$ cat src/rtl/arbitro_mux_vagas_if.sv
// Bus between the vacancy-count requesters, the shared 4x1 mux select and the
// occupancy register capture strobe.
interface arbitro_mux_vagas_if;
    logic [3:0] req;
    logic [3:0] gnt;
    logic       s0;
    logic       s1;
    logic       cap;
    logic       busy;

    modport master (
        input  req,
        output gnt, s0, s1, cap, busy
    );

    modport slave (
        output req,
        input  gnt, s0, s1, cap, busy
    );
endinterface

$ cat src/rtl/arbitro_mux_vagas.sv
// Round-robin arbiter for the shared vacancy mux: one-hot grant, mux select and
// a one-cycle capture strobe in the gap after every grant.
module arbitro_mux_vagas #(
    parameter int HOLD_MAX = 8
) (
    input  logic                 clk,
    input  logic                 rst_n,
    arbitro_mux_vagas_if.master  bus
);
    localparam int CNT_W = $clog2(HOLD_MAX + 1);
    localparam logic [CNT_W-1:0] HOLD_LIM = CNT_W'(HOLD_MAX);

    typedef enum logic [1:0] {IDLE, GRANT, GAP} state_t;

    state_t           state, state_nxt;
    logic [1:0]       ptr, ptr_nxt;
    logic [1:0]       sel, sel_nxt;
    logic [CNT_W-1:0] cnt, cnt_nxt;
    logic [3:0]       gnt, gnt_nxt;
    logic             cap, cap_nxt;
    logic             busy, busy_nxt;
    logic             arb_found;
    logic [1:0]       arb_win;

    // Search ptr, ptr+1, ... wrapping mod 4; the first active request wins.
    function automatic logic [2:0] pick(input logic [3:0] r, input logic [1:0] p);
        logic       found;
        logic [1:0] win;
        logic [1:0] cand;
        found = 1'b0;
        win   = p;
        for (int i = 0; i < 4; i++) begin
            cand = p + i[1:0];
            if (!found && r[cand]) begin
                found = 1'b1;
                win   = cand;
            end
        end
        return {found, win};
    endfunction

    assign {arb_found, arb_win} = pick(bus.req, ptr);

    always_ff @(posedge clk) begin
        if (!rst_n) begin
            state <= IDLE;
            ptr   <= 2'd0;
            sel   <= 2'd0;
            cnt   <= '0;
            gnt   <= 4'd0;
            cap   <= 1'b0;
            busy  <= 1'b0;
        end else begin
            state <= state_nxt;
            ptr   <= ptr_nxt;
            sel   <= sel_nxt;
            cnt   <= cnt_nxt;
            gnt   <= gnt_nxt;
            cap   <= cap_nxt;
            busy  <= busy_nxt;
        end
    end

    always_comb begin
        state_nxt = state;
        ptr_nxt   = ptr;
        sel_nxt   = sel;
        cnt_nxt   = cnt;
        gnt_nxt   = gnt;
        cap_nxt   = 1'b0;
        busy_nxt  = busy;
        case (state)
            IDLE: begin
                gnt_nxt  = 4'd0;
                busy_nxt = 1'b0;
                if (arb_found) begin
                    state_nxt = GRANT;
                    sel_nxt   = arb_win;
                    gnt_nxt   = 4'b0001 << arb_win;
                    cnt_nxt   = CNT_W'(1);
                    busy_nxt  = 1'b1;
                end
            end
            GRANT: begin
                // A drop and an expired hold on the same edge give a single exit.
                if (!bus.req[sel] || cnt == HOLD_LIM) begin
                    state_nxt = GAP;
                    gnt_nxt   = 4'd0;
                    cap_nxt   = 1'b1;
                    busy_nxt  = 1'b1;
                    ptr_nxt   = sel + 2'd1;
                end else begin
                    cnt_nxt = cnt + CNT_W'(1);
                end
            end
            GAP: begin
                if (arb_found) begin
                    state_nxt = GRANT;
                    sel_nxt   = arb_win;
                    gnt_nxt   = 4'b0001 << arb_win;
                    cnt_nxt   = CNT_W'(1);
                    busy_nxt  = 1'b1;
                end else begin
                    state_nxt = IDLE;
                    gnt_nxt   = 4'd0;
                    busy_nxt  = 1'b0;
                    cnt_nxt   = '0;
                end
            end
            default: begin
                state_nxt = IDLE;
                gnt_nxt   = 4'd0;
                busy_nxt  = 1'b0;
            end
        endcase
    end

    assign bus.gnt  = gnt;
    assign bus.s1   = sel[1];
    assign bus.s0   = sel[0];
    assign bus.cap  = cap;
    assign bus.busy = busy;
endmodule

$ cat src/flat_wrapper.sv
// flat-port wrapper written by rule: the top's interface ports become plain ports
module arbitro_mux_vagas_flat 
#(
    parameter int HOLD_MAX = 8
)
  (clk, rst_n, bus_req, bus_gnt, bus_s0, bus_s1, bus_cap, bus_busy);
  arbitro_mux_vagas_if bus_i ();
  input  logic clk;
  input  logic rst_n;
  input wire logic [$bits(bus_i.req)-1:0] bus_req;
  output wire logic [$bits(bus_i.gnt)-1:0] bus_gnt;
  output wire logic [$bits(bus_i.s0)-1:0] bus_s0;
  output wire logic [$bits(bus_i.s1)-1:0] bus_s1;
  output wire logic [$bits(bus_i.cap)-1:0] bus_cap;
  output wire logic [$bits(bus_i.busy)-1:0] bus_busy;
  assign bus_i.req = bus_req;
  assign bus_gnt = bus_i.gnt;
  assign bus_s0 = bus_i.s0;
  assign bus_s1 = bus_i.s1;
  assign bus_cap = bus_i.cap;
  assign bus_busy = bus_i.busy;
  arbitro_mux_vagas #(.HOLD_MAX(HOLD_MAX)) u_core (.clk(clk), .rst_n(rst_n), .bus(bus_i));
endmodule
$ cat config.mk
export PLATFORM = sky130hd
export DESIGN_NAME = arbitro_mux_vagas_flat
export DESIGN_NICKNAME = d
export VERILOG_FILES = /design/src/rtl/arbitro_mux_vagas_if.sv /design/src/rtl/arbitro_mux_vagas.sv /design/src/flat_wrapper.sv
export SDC_FILE = /design/constraint.sdc
export NUM_CORES = 1
export LEC_CHECK = 0
export CORE_MARGIN = 2
export CORE_UTILIZATION = 52
export DETAILED_ROUTE_END_ITERATION = 7
export PLACE_DENSITY = 0.78
export SLEW_MARGIN = 20
export SYNTH_ARGS = -nofsm -noshare
export SYNTH_HDL_FRONTEND = slang
export SYNTH_SLANG_ARGS = --single-unit
$ cat constraint.sdc
create_clock -name clk -period 2 [get_ports clk]
set_input_delay 0.3 -clock clk [delete_from_list [all_inputs] [get_ports clk]]
set_output_delay 0.3 -clock clk [all_outputs]
set_load 0.005 [all_outputs]
[Yosys cells after proc, flatten, opt, wreduce, memory -nomap -nowiden]
Cells that the tools add are included.
W data, S select, Z words.
Storage, ports and cells
  register bits after elaboration: 16
  latch bits: 0
  RAM bits: 0
  ROM bits: 0
  input port bits: 6
  output and inout port bits: 8
  logic and storage cells: 72
  memories: 0
Operators by class
  add/sub/neg operators: 5
  $mul: 0
  divide/modulo/power cells: 0
  order comparisons: 5
  equality and inequality tests: 6
  shift-type cells: 1
  mux-type cells: 32
  bitwise operators: 0
  reduce and logical (&&, ||, !) cells: 16
Operators by type and width (number)
  $mux W4: 4
  $lt A2 B3 Y1 const B: 5
  $mux W1: 14
  $pmux W4 S3: 1
  $bmux W1 S2: 5
  $mux W2: 5
  $pmux W4 S2: 1
  $reduce_and A2 Y1: 4
  $pmux W2 S3: 1
  $add A2 B1 Y2 const B: 2
  $add A2 B2 Y2 const B: 2
  $add A4 B1 Y4 const B: 1
  $eq A4 B4 Y1 const B: 1
  $logic_not A1 Y1: 4
  $ne A2 B1 Y1 const B: 2
  $shl A1 B2 Y4 const A: 1
  $logic_and A1 B1 Y1: 3
  $reduce_and A3 Y1: 1
  $reduce_bool A3 Y1: 1
  $eq A2 B1 Y1 const B: 1
  $eq A2 B2 Y1 const B: 1
  $logic_not A2 Y1: 1
  $ne A2 B2 Y1 const B: 1
  $pmux W1 S2: 1
  2 further kinds: 2

[Logic depth before layout (Yosys ltp)]
  depth in word-level cells: 15
  mapped depth: 8

[Least setup slack after synthesis]
OpenSTA, ideal clock, no wires.
  path type: register to register
  from: register u_core.sel[0]
  to: register u_core.state[0]
  library setup time: 0.116 ns
  data arrival time: 1.711 ns
  path slack: 0.172 ns
  cell stages (with the launch flop): 7
  cell sequence: dfxtp_1 > mux4_1 > and3_2 > buf_6 > a21oi_4 > nor2_1 > a31o_2
Between the ends
  cells in the longest elaborated chain, start to end: 6
Ends and longest elaborated chain
  start, declared: line arbitro_mux_vagas.sv:17  | logic [1:0] sel, sel_nxt;
  start signal, assigned: line arbitro_mux_vagas.sv:56  | sel <= sel_nxt;
  $bmux W1 S2: line arbitro_mux_vagas.sv:86  | if (!bus.req[sel] || cnt == HOLD_LIM) begin
  $mux W1 (not written as such): line arbitro_mux_vagas.sv:86
  $logic_not A1 Y1: line arbitro_mux_vagas.sv:86
  $logic_or A1 B1 Y1: line arbitro_mux_vagas.sv:86
  $ne A2 B1 Y1 (no line)
  $reduce_and A2 Y1 (no line)
  end signal, assigned: line arbitro_mux_vagas.sv:54  | state <= state_nxt;
  end, declared: line arbitro_mux_vagas.sv:15  | state_t state, state_nxt;
Every way passes these cells. The select of a mux whose other input is x is not followed.
A chain may end at the register's enable or synchronous reset.

[Final worst setup path]
  from: register u_core.state[1]
  to: register u_core.cnt[2]
Between the ends
  cells in the longest elaborated chain, start to end: 3
Ends and longest elaborated chain
  $eq A2 B1 Y1, or another cell as far along: line arbitro_mux_vagas.sv:72  | case (state)
  $ne A2 B2 Y1 (no line), or another cell as far along
  $reduce_and A3 Y1 (no line)
  end signal, assigned: line arbitro_mux_vagas.sv:57  | cnt <= cnt_nxt;
  end, declared: line arbitro_mux_vagas.sv:18  | logic [CNT_W-1:0] cnt, cnt_nxt;
Several ways; a longest one is shown, not always the timed one.

==> results.txt <==
* Cell depth of the worst min-delay path: 2
* Time the final worst path needs with I/O delays and setup: 1.810 ns
- Counting flops and latches in the post-synthesis netlist gives 16.
- The core region is 1745 µm².
- Count of different cell masters after synthesis: 35
- STA classifies the critical path startpoint as a flip-flop.
- The startpoint identified for the worst hold timing path is u_core.bus.gnt[0].
* Leading cell type in the layout, fill and taps excluded: buf_4
* Finish-stage setup viols: 0
- No sink is reached through more buffers than the 2 on the longest clock path.
- The share of synthesized area in the top cell type comes to 0.3278.
* Max-slew headroom: 0.7567
* Post-synth top flop: dfxtp_1
- Average size of a mapped cell: 8.352 µm²
- Initial antenna violation count: 0
- Summed over all layers, the global routing overflow is 0.
- Final hold viol count: 0
- CTS tree: built
- Result of the run: complete, no violations
- Standard-cell row count: 15
* Detailed-route wire length per cell: 12.52 µm
- N_diodes: 0
* Number of enable flip-flop cells after synthesis: 0
- The Yosys step of the flow raised 0 warnings.
* Storage cell area: 321.6 µm²
- In this run the power density over the cells is 1064 nW/µm².
- The cell sitting at the root of the clock tree is a clkbuf_4.
- Netlist area before placement: 977.2 µm²
- The routed design has 2.141 mm of wire.
- From synthesis to final layout, the design area changed by 29.58%.
* Leakage component of the power: 0.5267 nW
- For this design, the sink count on the clock tree is 16.
- Buffers inserted during post-CTS setup optimization: 0
- After synthesis, the cell types taking the most area are dfxtp_1 (33%), ha_1 (9.0%), o21ai_0 (7.2%).
- Die area: 2242 µm²
- The congestion estimate from routability-driven global placement came to 0.7912.
* H-Tree Depth: 1
- Number of nets in the final layout: 161
- In the routed layout, each cell is associated on average with a via count of 5.474.
- The detailed router placed 936 vias in this run.
- First-pass GRT wire length: 3.608 mm
- After clock tree synthesis, the clock-pin slew on the worst setup and hold paths is 0.10 ns.
* DRC marker count from the first detailed-route iteration: 35
* F_max: 0.5526 GHz
- The critical path is of the flip-flop to flip-flop type.
* Startpoint of the lowest-slack register-to-register path: u_core.state[1]
* Post-cts gate resize count: 0
- Port buffering added 13 buffers.
- For hold timing, the worst endpoint is u_core.bus.gnt[0].
- Worst endpoint data arrival time: 2.03 ns
* Count of final max-slew check failures: 0
- Minimum setup slack among reg-to-reg paths: 0.19 ns
- Commonest cells after routing, fill and taps aside: buf_4 (17), dfxtp_1 (15), o21ai_0 (14)
- Clock latency on the worst-skew pair, taken at its later pin, is 0.28 ns.
- Worst Skew: 0.009374 ns
- Starting utilization of the core area: 0.5599
- Across every metal layer, demand over resource in global routing totals 0.2281.
- Number of maximum-capacitance violations: 0
* Worst Reg-to-Reg Cells: 6
* Share of post-route cells with drive strength above 1: 0.1918
* Drc violations: 0
- STA classifies the critical path endpoint as a flip-flop.
* Crit path required time: 2.22 ns
- Die span in x: 47.35 µm
- Number of CTS-inserted buffers: 3
- The share of the Yosys chip area taken by registers is 0.3278.
- Power consumption: 1.347 mW
- Peak fanout along the critical path: 5
- Final antenna-violating net count: 0
* Sum of net half-perimeters after detailed placement: 1.678 mm
* Setup repair after global routing missed its margin: false
- Area of the multi-input gates: 606.8 µm²
- At the pin with the least slew margin, the transition time is 0.3616 ns.
- Capture instance of the worst register-to-register path: u_core.cnt[2]
* Number of optimization iterations in the first detailed-route pass: 4
* Cell count after synthesis: 117
- After filler insertion, the fill cell instance count of the layout stands at 142.
- Die Height: 47.35 µm
- Count of hold buffers inserted by post-cts repair: 0
- Crit share post-route: 0.9048
- During I/O placement, the number of pins put on the boundary was 14.
- Entering global routing, the biggest net connects 15 pins.
- Largest area contributor in the netlist: dfxtp_1
* Vias in the first global route: 813
- Counting flops with an async set or reset pin after synthesis yields a share of 0.
- Worst min-delay path category: flip-flop to flip-flop
- VDD sags by at most 0.0008175 V.
- For the final routed database, the setup TNS stands at 0 ns.
- Syn_nets: 130
## cell usage after synthesis, types with 2 or more instances
library cell / n
nor3_1: 2
clkbuf_1: 2
o21ai_0: 14
ha_1: 7
nand3_1: 7
nand2_1: 9
inv_1: 7
o211a_1: 2
nor2b_1: 5
mux2i_1: 2
dfxtp_1: 16
nand4_1: 2
a21oi_1: 7
or4_1: 2
xnor2_1: 2
nor2_1: 8
nand2b_1: 5
## state kept, by name, indices dropped and copies added, names as in the netlist
name,count
u_core.state,2
u_core.cnt,4
u_core.sel,2
u_core.bus.cap,1
u_core.ptr,2
u_core.bus.gnt,4
u_core.bus.busy,1
## worst max-delay path: stages, from the launching register on
cell and delay (ns):
dfxtp_1 0.41, inv_1 0.11, ha_1 0.27, a21o_1 0.20, or2_4 0.24, or4_1 0.40
a21boi_1 0.12
## power by group
group	total (mW)	internal [mW]	switching, mW
Clock	0.169	0.0699	0.0993
Sequential	0.485	0.403	0.0821
Combinational	0.692	0.358	0.334
Total	1.35	0.832	0.515
## metrics by stage
stage               cell area (µm²)  worst slack [ns]  hold WS (ns)  instances    util
CTS                            1265            0.1352        0.4788        171  0.7247
global placement               1242          -0.01762        0.4557        168  0.7118
floorplan                     977.2            0.1723        0.4623        117       -
finish                         1266            0.1905        0.4742        171  0.7254
detailed placement             1242          -0.07161        0.4655        168  0.7118
global route                   1266           0.04535        0.4956        171  0.7254
## worst max path at each step
stage | startpoint | cells past startpoint | slack, ns | to
2_1_floorplan | u_core.sel[0] | 6 | 0.17 | u_core.state[0]
3_3_place_gp | bus_req[0] | 7 | -0.02 | u_core.sel[0]
3_5_place_dp | bus_req[0] | 7 | -0.07 | u_core.sel[0]
4_1_cts | u_core.state[0] | 6 | 0.14 | u_core.cnt[2]
5_1_grt | u_core.state[1] | 7 | 0.05 | u_core.cnt[2]
6_report | u_core.state[1] | 6 | 0.19 | u_core.cnt[2]
## cells by family after synthesis
logic type                 Yosys count  share of synthesized area
muxes                                3                    0.04738
AOI/OAI and AO/OA                   33                     0.2241
and+or+nand+nor                     45                     0.2420
adders and majority gates            7                    0.08962
xor gates and xnor gates             2                    0.01793
DFF                                 16                     0.3278
buffers and inverters               11                    0.05122
## routing by layer
| layer | global-route usage | wire, µm | vias to the layer above |
|---|---|---|---|
| met4 | 0.07778 | 21 | 0 |
| met1 | 0.3233 | 1015 | 418 |
| li1 | - | - | 478 |
| met3 | 0.04231 | 120 | 4 |
| met2 | 0.3459 | 985 | 36 |
| met5 | 0 | 0 | - |
## area by class of cell
type                            instances  area share
Multi-Input combinational cell         90      0.4793
Tap cell                               25     0.02470
Clock buffer                            3     0.01779
Timing Repair Buffer                   30      0.2036
Sequential cell                        16      0.2540
Inverter                                7     0.02075
No activity file was read; power rests on OpenSTA's default activity.
